==> src/rtl/iommu_mem_arb_ctrl_pkg.sv <==
// rtl/iommu_mem_arb_ctrl_pkg.sv - shared types for the IOMMU memory-port arbiter
package rv_iommu;

  typedef enum logic {
    IDLE = 1'b0,
    BUSY = 1'b1
  } arb_state_e;

endpackage

==> src/rtl/iommu_mem_arb_ctrl_rr_pick.sv <==
// rtl/iommu_mem_arb_ctrl_rr_pick.sv - combinational round-robin picker, first set bit at or after start
module iommu_rr_pick #(
  parameter int N_REQ = 4,
  parameter int IDX_W = $clog2(N_REQ)
) (
  input  logic [N_REQ-1:0] req,
  input  logic [IDX_W-1:0] start,
  output logic             valid,
  output logic [IDX_W-1:0] sel
);

  logic [IDX_W:0] cand;

  // Walk offsets from farthest to nearest so the nearest requester wins.
  always_comb begin
    valid = 1'b0;
    sel   = start;
    cand  = '0;
    for (int k = N_REQ - 1; k >= 0; k--) begin
      cand = {1'b0, start} + (IDX_W + 1)'(k);
      if (cand >= (IDX_W + 1)'(N_REQ)) begin
        cand = cand - (IDX_W + 1)'(N_REQ);
      end
      if (req[cand[IDX_W-1:0]]) begin
        valid = 1'b1;
        sel   = cand[IDX_W-1:0];
      end
    end
  end

endmodule

==> src/rtl/iommu_mem_arb_ctrl.sv <==
// rtl/iommu_mem_arb_ctrl.sv - exclusive round-robin ownership arbiter for the IOMMU memory master port
module iommu_mem_arb_ctrl
  import rv_iommu::*;
#(
  parameter int N_REQ          = 4,
  parameter int TIMEOUT_CYCLES = 1024
) (
  input  logic                     clk_i,
  input  logic                     rst_i,
  input  logic [N_REQ-1:0]         req_i,
  input  logic                     done_i,
  output logic [N_REQ-1:0]         gnt_o,
  output logic [$clog2(N_REQ)-1:0] owner_o,
  output logic                     busy_o,
  output logic                     timeout_o,
  output logic [$clog2(N_REQ)-1:0] timeout_idx_o
);

  localparam int IDX_W = $clog2(N_REQ);
  localparam int CNT_W = $clog2(TIMEOUT_CYCLES);

  arb_state_e       state_q, state_d;
  logic [CNT_W-1:0] hold_q, hold_d;
  logic [IDX_W-1:0] rr_q, rr_d;
  logic [N_REQ-1:0] gnt_q, gnt_d;
  logic [IDX_W-1:0] owner_q, owner_d;
  logic             busy_q, busy_d;
  logic             to_q, to_d;
  logic [IDX_W-1:0] to_idx_q, to_idx_d;

  logic             pick_valid;
  logic [IDX_W-1:0] pick_sel;
  logic             owner_req;
  logic             hit_limit;
  logic             release_now;
  logic             timeout_fire;

  iommu_rr_pick #(
    .N_REQ (N_REQ),
    .IDX_W (IDX_W)
  ) u_pick (
    .req   (req_i),
    .start (rr_q),
    .valid (pick_valid),
    .sel   (pick_sel)
  );

  always_ff @(posedge clk_i) begin
    if (rst_i) begin
      state_q  <= IDLE;
      hold_q   <= '0;
      rr_q     <= '0;
      gnt_q    <= '0;
      owner_q  <= '0;
      busy_q   <= 1'b0;
      to_q     <= 1'b0;
      to_idx_q <= '0;
    end else begin
      state_q  <= state_d;
      hold_q   <= hold_d;
      rr_q     <= rr_d;
      gnt_q    <= gnt_d;
      owner_q  <= owner_d;
      busy_q   <= busy_d;
      to_q     <= to_d;
      to_idx_q <= to_idx_d;
    end
  end

  // Release priority: done, then withdrawal, then watchdog.
  always_comb begin
    owner_req    = req_i[owner_q];
    hit_limit    = (hold_q == CNT_W'(TIMEOUT_CYCLES - 1));
    release_now  = 1'b0;
    timeout_fire = 1'b0;
    state_d      = state_q;
    case (state_q)
      IDLE: begin
        if (pick_valid) state_d = BUSY;
      end
      BUSY: begin
        release_now  = done_i || !owner_req || hit_limit;
        timeout_fire = !done_i && owner_req && hit_limit;
        if (release_now) state_d = IDLE;
      end
      default: state_d = IDLE;
    endcase
  end

  always_comb begin
    hold_d   = hold_q;
    rr_d     = rr_q;
    gnt_d    = gnt_q;
    owner_d  = owner_q;
    busy_d   = busy_q;
    to_d     = 1'b0;
    to_idx_d = to_idx_q;
    case (state_q)
      IDLE: begin
        if (pick_valid) begin
          gnt_d   = N_REQ'(1) << pick_sel;
          owner_d = pick_sel;
          busy_d  = 1'b1;
          hold_d  = '0;
        end
      end
      BUSY: begin
        if (hold_q != {CNT_W{1'b1}}) hold_d = hold_q + 1'b1;
        if (release_now) begin
          gnt_d  = '0;
          busy_d = 1'b0;
          rr_d   = (owner_q == IDX_W'(N_REQ - 1)) ? '0 : owner_q + 1'b1;
        end
        if (timeout_fire) begin
          to_d     = 1'b1;
          to_idx_d = owner_q;
        end
      end
      default: ;
    endcase
  end

  assign gnt_o         = gnt_q;
  assign owner_o       = owner_q;
  assign busy_o        = busy_q;
  assign timeout_o     = to_q;
  assign timeout_idx_o = to_idx_q;

endmodule

==> config.mk <==
export PLATFORM = sky130hd
export DESIGN_NAME = iommu_mem_arb_ctrl
export DESIGN_NICKNAME = d
export VERILOG_FILES = /design/src/rtl/iommu_mem_arb_ctrl_pkg.sv /design/src/rtl/iommu_mem_arb_ctrl_rr_pick.sv /design/src/rtl/iommu_mem_arb_ctrl.sv
export SDC_FILE = /design/constraint.sdc
export NUM_CORES = 1
export LEC_CHECK = 0
export CORE_ASPECT_RATIO = 0.75
export CORE_MARGIN = 4
export CORE_UTILIZATION = 44
export CTS_BUF_LIST = sky130_fd_sc_hd__clkbuf_16
export CTS_CLUSTER_DIAMETER = 60
export DETAILED_ROUTE_END_ITERATION = 10
export PLACE_DENSITY = 0.76
export REMOVE_ABC_BUFFERS = 1
export SYNTH_ARGS = -nofsm -noshare
export SYNTH_HDL_FRONTEND = slang
export SYNTH_SLANG_ARGS = --single-unit
==> constraint.sdc <==
create_clock -name clk_i -period 5.9 [get_ports clk_i]
set_clock_uncertainty 0.2 [all_clocks]
set_input_delay 0.885 -clock clk_i [delete_from_list [all_inputs] [get_ports clk_i]]
set_output_delay 0.885 -clock clk_i [all_outputs]
set_load 0.1 [all_outputs]
# Yosys cells after proc, flatten, opt, wreduce, memory -nomap -nowiden

Index checks and enable logic that the tools add are counted.

Input bits: 7
Output and inout bits: 10
Flip-flop bits (word level): 23
Logic and storage cells: 84

Equality and inequality tests: 6
Bitwise logic cells: 1
Magnitude comparators: 9
Shift-type cells: 1
Mux-type cells: 38
Reductions and logical operators: 12
Add/subtract/negate cells: 9

Operator list:

| operator                                               | count |
|---|---|
| 2-to-1 mux 10 bit                                      | 2 |
| case mux 10 bit (2 select lines)                       | 1 |
| 2-to-1 mux 2 bit                                       | 9 |
| 2-to-1 mux 1 bit                                       | 16 |
| < comparator 2 x 3 -> 1 bit (second input constant)    | 5 |
| adder 10 x 1 -> 10 bit (second input constant)         | 1 |
| binary-select mux 1 bit (select 2 bit)                 | 5 |
| equality test 10 bit (second input constant)           | 1 |
| inequality test 10 bit (second input constant)         | 1 |
| AND reduction 2 bit                                    | 5 |
| >= comparator 3 bit (second input constant)            | 3 |
| 2-to-1 mux 4 bit                                       | 2 |
| case mux 4 bit (2 select lines)                        | 1 |
| subtractor 2 x 1 -> 2 bit (second input constant)      | 4 |
| adder 2 x 2 -> 3 bit (second input constant)           | 2 |
| inequality test 2 x 1 -> 1 bit (second input constant) | 2 |
| case mux 1 bit (2 select lines)                        | 2 |
| left shift 1 x 2 -> 4 bit (first input constant)       | 1 |
| adder 2 x 1 -> 3 bit (second input constant)           | 1 |
| >= comparator 2 x 3 -> 1 bit (second input constant)   | 1 |
| adder 2 x 1 -> 2 bit (second input constant)           | 1 |
| equality test 2 bit (second input constant)            | 1 |
| logical AND 1 bit                                      | 2 |
| logical NOT 1 bit                                      | 2 |
| other kinds (4)                                        | 5 |

# Logic depth before layout (Yosys ltp)

Gate-level depths: netlist of run 1.

Depth in word-level cells: 12
Mapped depth: 5
Depth with buffers taken out: 5

# Cells and area by module

A second synthesis of run 1 with hierarchy kept.

Cell total of the unflattened synthesis: 143
Area total of the unflattened synthesis: 1229.9 sq um

Modules (own cells, without submodules):

| module             | instances | area an instance (sq um) | cells an instance | sequential area each (sq um) |
|---|---|---|---|---|
| iommu_mem_arb_ctrl | 1         | 1129.8                   | 127               | 460.4 |
| iommu_rr_pick      | 1         | 100.1                    | 16                | 0.0 |

# Least setup slack after synthesis of run 1

No wires, ideal clock.

Path kind: flip-flop to flip-flop
From: register owner_q[1] (netlist: owner_o[1])
To: register rr_q[0]
Data arrival time: 2.119 ns
Buffers on the path: 0
Setup time: 0.121 ns
Stages on the path, launching flop included: 5
Path slack: 3.460 ns
Cells stage by stage: dfxtp_1 mux2i_1 o22ai_1 a21oi_2 mux2_2

Word-level cells in the longest chain between the ends: 7

Ends and longest elaborated chain:

| what                                   | line                     | RTL |
|---|---|---|
| start: declaration                     | iommu_mem_arb_ctrl.sv:26 | `logic [IDX_W-1:0] owner_q, owner_d;` |
| start signal: assignment               | iommu_mem_arb_ctrl.sv:63 | `owner_q <= owner_d;` |
| binary-select mux 1 bit (select 2 bit) | iommu_mem_arb_ctrl.sv:72 | `owner_req = req_i[owner_q];` |
| 2-to-1 mux 1 bit (not written as such) | iommu_mem_arb_ctrl.sv:72 |  |
| logical NOT 1 bit                      | iommu_mem_arb_ctrl.sv:82 | `release_now = done_i \|\| !owner_req \|\| hit_limit;` |
| logical OR 1 bit (2 in a row)          | iommu_mem_arb_ctrl.sv:82 |  |
| 2-to-1 mux 1 bit                       | iommu_mem_arb_ctrl.sv:77 | `case (state_q)` |
| AND reduction 2 bit (no source line)   | --                       |  |
| end signal: assignment                 | iommu_mem_arb_ctrl.sv:61 | `rr_q <= rr_d;` |
| end: declaration                       | iommu_mem_arb_ctrl.sv:24 | `logic [IDX_W-1:0] rr_q, rr_d;` |

Parallel ways exist; a longest one is shown, timed or not. The select of a mux whose other input is x is not followed.
A chain may end at the register's enable or synchronous reset.

# Worst setup path in the final report of run 1

From: register owner_q[1] (netlist: owner_o[1])
To: output owner_o[1]

RTL lines:

| what             | line                     | RTL |
|---|---|---|
| end: declaration | iommu_mem_arb_ctrl.sv:13 | `output logic [$clog2(N_REQ)-1:0] owner_o,` |

No word-level cell between the ends.

==> results of run 1 <==
==> worst paths after layout <==
check                  start    endpoint  slack [ps]  cells after the start
setup / recovery  owner_o[1]  owner_o[1]        2880                      1
hold / removal      gnt_o[0]    gnt_o[0]         290                      2
setup reg to reg  owner_o[1]     rr_q[0]        3840                      4
hold reg to reg     gnt_o[0]    gnt_o[0]         290                      2
==> flip-flops by register name, indices dropped and copies added (netlist names) <==
signal         cells
hold_q            10
gnt_o              4
owner_o            2
rr_q               2
timeout_idx_o      2
busy_o             1
state_q            1
timeout_o          1
==> power by group through the flow <==
stage / clock network, uW / logic (uW) / registers, uW
2_1_floorplan: 0 / 31.7 / 202
3_3_place_gp: 0 / 82.3 / 173
3_5_place_dp: 0 / 84.0 / 174
4_1_cts: 149 / 84.3 / 171
5_1_grt: 154 / 89.9 / 172
6_report: 146 / 84.2 / 171
==> routing by layer <==
layer | track usage [%] | vias to the layer above | wire, um
li1 | - | 572 | -
met1 | 22.88 | 540 | 1409
met2 | 26.31 | 36 | 1311
met3 | 4.384 | 4 | 164
met4 | 3.883 | 0 | 18
met5 | 0 | - | 0
==> area by class of cell <==
type                       count  area share [%]
sequential                    23           30.82
clock inverter                 1          0.2513
inverter                       4           1.005
multi-input combinational    108           49.16
timing repair buffer          16           10.72
tap                           36           3.015
clock buffer                   3           5.025
==> synthesized netlist by cell type (2+ instances only) <==
library cell	count	area share, %
a21oi_1	12	4.9
and4_1	2	1.4
clkinv_1	2	0.61
dfxtp_1	23	38
ha_1	2	2.0
inv_1	2	0.61
mux2i_1	5	4.1
nand2_1	10	3.1
nand2_4	2	1.8
nand3_1	8	3.3
nand3b_1	2	1.2
nand4_1	2	1.0
nor2_1	6	1.8
nor2b_1	3	1.5
nor3_1	7	2.9
nor4_1	2	1.0
o2111ai_1	2	1.4
o21ai_0	9	3.7
o31ai_1	2	1.2
o32ai_1	5	3.6
or3_1	3	1.5
or4_1	2	1.2
==> kinds of logic after synthesis <==
logic type	count (synthesis)	synth area share (%)
AO/OA/AOI/OAI	43	25.82
XOR/XNOR	1	0.7173
adder cells (fa/ha/maj)	2	2.049
buffers and inverters	6	2.152
flip-flops	23	37.70
multiplexers	6	5.021
AND/OR/NAND/NOR	56	26.54
==> metrics by stage <==
step	hold slack (ps)	cell area (um2)	util, %	setup slack (ps)
floorplan	273.7	1210	-	3460
global placement	270.9	1415	53.96	2934
detailed placement	278.8	1415	53.96	2868
CTS	287.2	1494	56.97	2879
global route	308.1	1494	56.97	2831
finish	290.2	1494	56.97	2884
==> flow_summary.yaml, run 1 <==
outcome:
  run_status: "complete, no violations"
clocking:
  htreeDepth: 1
  cts_resized: 0
  clock_sinks: 23
  numCtsBuffers: 3
  post_cts_buffers: 0
  cts_tree: "built"
  clock_path_buffers: 2
  worstSkewPairLatency_ps: 260
  root_buffer: "clkbuf_16"
  hold_buffers: 0
  path_clk_slew_ps: 60
power_and_ir_drop:
  p_switching_uw: 121.3
  cell_internal_pwr_uw: 279.0
  p_leak_uw: 0.0005027
  power_uw: 400.3
  powerDensity_nw_per_um2: 268.0
  seqPwrFrac_pct: 42.6
  worst_ir_drop_vdd_uv: 200.9
  switching_share_pct: 30.30
  clockPowerShare_pct: 36.3
  combPwrFrac_pct: 21.0
setup_path:
  crit_chain: "clkdlybuf4s50_1"
  cpLargestDelayFamily: "buffers and inverters"
  path_class: "reg -> out"
  crit_buf_inv: 1
  cpPeakStageDelay_ps: 1190
  cp.arrival_ps: 1930
  end_kind: "primary output"
  crit_path_top_delay_cell: "clkdlybuf4s50_1"
  critPathLaunchType: "flip-flop"
  required_ps: 4820
  critPathMaxFanout: 6
floorplan:
  ios: 17
  dieArea_um2: 3691
  core_um2: 2623
  initial_core_util_pct: 46.56
  fp.dieH_um: 53.63
  die_width_um: 68.83
  rows: 16
grt:
  grt_pass1_wl_um: 4616
  grt_antenna_before_repair: 0
  grt_usage_pct: 16.71
  grt_pass1_vias: 1018
  grt_max_degree: 13
  grt-ovfl-total: 0
cells_and_area:
  fill_cells: 230
  final_cell_mix: "23 x dfxtp_1, 16 x clkdlybuf4s50_1, 12 x a21oi_1, 10 x nand2_1, 9 x o21ai_0"
  nNetsFinal: 165
  area_growth_pct: 22.34
  num_antenna_cells: 0
  layout.cells.most_common: "dfxtp_1"
  seqCellArea_um2: 460.4
  multi_input_area_um2: 734.5
  final_cells: 191
  drive_gt1_share_pct: 9.032
flow_run:
  maxCapViolations: 0
placement:
  gp_congestion: 0.8212
  io_buffers: 16
  dp_hpwl_um: 2113
  dp.cells: 187
drt:
  antenna_left: 0
  detail_route.iter0.violations: 79
  drc_errors: 0
  num_vias: 1152
  dr.pass1.iters: 4
  via_per_inst: 6.031
  drt_wl_total_um: 2904
  wl_per_cell_um: 15.20
sta:
  rsz0062_at_grt: "no"
  tns_ps: 0
  max-slew-margin-rel_pct: 34.17
  setup_violations: 0
  hold_viol_final: 0
  fmax_mhz: 331.6
  fin_crit_sh_pct: 51.12
  tightest_slew_ps: 984.4
  maxSlewViolCount: 0
  period_needed_ps: 3016
synthesis:
  synth-main-ff-cell: "dfxtp_1"
  ys_seq_area_share_pct: 37.70
  synth_edf_count: 0
  ys_ff_latch: 23
  syn-cell-area_um2: 1221
  async_flop_share_pct: 0
  postSynthAreaPerCell_um2: 8.914
  yosysWarnings: 0
  synth.distinct_cells: 46
  syn_inst: 137
min_path:
  hold_class: "reg -> reg"
Note: power is estimated with default switching activity, not from simulation.
==> inputs of run 2 (changes only) <==
--- a/config.mk
+++ b/config.mk
@@ -11,7 +11,7 @@
 export CTS_BUF_LIST = sky130_fd_sc_hd__clkbuf_16
 export CTS_CLUSTER_DIAMETER = 60
 export DETAILED_ROUTE_END_ITERATION = 10
-export PLACE_DENSITY = 0.76
+export PLACE_DENSITY = 0.79
 export REMOVE_ABC_BUFFERS = 1
 export SYNTH_ARGS = -nofsm -noshare
 export SYNTH_HDL_FRONTEND = slang
==> constraint.sdc (replaced) <==
create_clock -name clk_i -period 2.65 [get_ports clk_i]
set_clock_uncertainty 0.2 [all_clocks]
set_input_delay 0.3975 -clock clk_i [delete_from_list [all_inputs] [get_ports clk_i]]
set_output_delay 0.3975 -clock clk_i [all_outputs]
set_load 0.1 [all_outputs]
==> run 2 against run 1 <==
  * Largest cell class unchanged
  * Worst hold slack worse by 3.7 ps
  * Non-clock buffer count is 3 higher
  * Critical path depth is 4 higher
  * Flip-flop and latch count stayed put
  * Sequential share of layout area is 0.052 points higher
  * Cell count is 1.6% higher
  * Combinational power is 130% higher
  * Critical endpoint is now hold_q[9]
  * Worst setup slack worse by 2500 ps
  * Sequential power is 120% higher
  * Largest power group unchanged
==> flow_summary.yaml, run 2 (synthesis gave the netlist of run 1 again) <==
setup_path:
  crit_chain: "clkdlybuf4s50_1 -> or4_1 -> o2111ai_4 -> o311ai_0 -> o41ai_2"
  reg2reg_slack_ps: 700
  timing.rr.start: "hold_q[0]"
  cpPeakStageDelay_ps: 740
  critPathLaunchType: "input pin"
  r2r_end: "timeout_idx_o[1]"
  required_ps: 2610
  crit_path_top_delay_cell: "or4_1"
  crit_buf_inv: 1
  end_kind: "flip-flop"
  r2r_cells: 5
  cpLargestDelayFamily: "simple AND/OR/NAND/NOR gates"
  path_class: "in -> reg"
  critPathMaxFanout: 8
  cp.arrival_ps: 2260
cells_and_area:
  nNetsFinal: 168
  layout.cells.most_common: "dfxtp_1"
  final_cell_mix: "23 x dfxtp_1, 13 x buf_4, 12 x a21oi_1, 10 x nand2_1, 9 x o21ai_0"
  design_area_um2: 1491
  drive_gt1_share_pct: 17.09
  num_antenna_cells: 0
  fill_cells: 240
  largest-register: "hold_q"
  largest_reg_flops: 10
  area_growth_pct: 22.13
  final_cells: 194
drt:
  num_vias: 1180
  detail_route.iter0.violations: 84
  wl_per_cell_um: 14.72
  dr.pass1.iters: 4
  via_per_inst: 6.082
  drc_errors: 0
  drt_wl_total_um: 2855
  antenna_left: 0
floorplan:
  core_um2: 2623
  initial_core_util_pct: 46.56
  die_width_um: 68.83
  ios: 17
  dieArea_um2: 3691
  rows: 16
  fp.dieH_um: 53.63
sta:
  fin_crit_sh_pct: 86.66
  max-slew-margin-rel_pct: 69.03
  whs_ps: 286.5
  maxSlewViolCount: 0
  hold_viol_final: 0
  setup_violations: 0
  tightest_slew_ps: 460.2
  rsz0062_at_grt: "no"
  period_needed_ps: 2296
  fmax_mhz: 435.5
  tns_ps: 0
power_and_ir_drop:
  power_uw: 887.3
  powerDensity_nw_per_um2: 594.9
  worst_ir_drop_vdd_uv: 380.9
  p_leak_uw: 0.0005358
clocking:
  cts_tree: "built"
  clock_sinks: 23
  root_buffer: "clkbuf_16"
  clock_path_buffers: 2
  cts_resized: 0
  numCtsBuffers: 3
  worstSkewPairLatency_ps: 260
  path_clk_slew_ps: 60
  hold_buffers: 0
  htreeDepth: 1
  post_cts_buffers: 0
placement:
  dp_hpwl_um: 2145
  gp_congestion: 0.8363
  place_area_um2: 1413
  io_buffers: 16
  dp.cells: 190
grt:
  grt_pass1_vias: 1010
  grt_max_degree: 13
  grt_antenna_before_repair: 0
  grt_pass1_wl_um: 4560
  grt-ovfl-total: 0
  grt_usage_pct: 16.57
flow_run:
  maxCapViolations: 0
outcome:
  run_status: "complete, no violations"
min_path:
  worstHoldStart: "gnt_o[2]"
  whs_path_depth: 2
  hold_class: "reg -> reg"
  whs_endpoint: "gnt_o[2]"
run 2: routing by layer:
metal	global-route usage (%)	wire (um)
met1	21.97	1369
met2	25.99	1246
met3	5.219	220
met4	4.531	18
met5	0	0
run 2: final cells by class:
cell class	count	area [um2]	share of cell area, %
Tap cell	36	45.04	3.020
Timing Repair Buffer	19	157.7	10.57
Clock buffer	3	75.07	5.034
Multi-Input combinational cell	108	734.5	49.24
Sequential cell	23	460.4	30.87
Clock inverter	1	3.754	0.2517
Inverter	4	15.01	1.007
run 2: worst register-to-register path, stage by stage (launching register included):
cell,delay [ps]
dfxtp_1,390
ha_1,250
nand4_1,260
or3_1,480
o21ai_0,180
a21oi_1,100
run 2: through the flow:
stage	util, %	setup slack [ps]
after floorplan	-	210.2
after global placement	53.86	177.0
after detailed placement	53.86	106.4
after CTS	56.87	355.4
after global routing	56.87	247.5
final	56.87	353.5
run 2: worst max-delay path by stage:
stage	depth (start not counted)	slack, ps	end	from
5_1_grt	5	250	hold_q[9]	req_i[3]
2_1_floorplan	4	210	rr_q[0]	owner_o[1]
6_report	5	350	hold_q[9]	req_i[3]
3_5_place_dp	5	110	hold_q[9]	req_i[3]
4_1_cts	5	360	hold_q[9]	req_i[3]
3_3_place_gp	5	180	hold_q[9]	req_i[3]
run 2: power breakdown:
group	total [uW]	internal, uW	leakage, uW	switching (uW)
registers	380	362	0.000187	18.5
clock network	317	201	0.0000423	116
logic	190	59.1	0.000306	131
total	887	622	0.000536	265
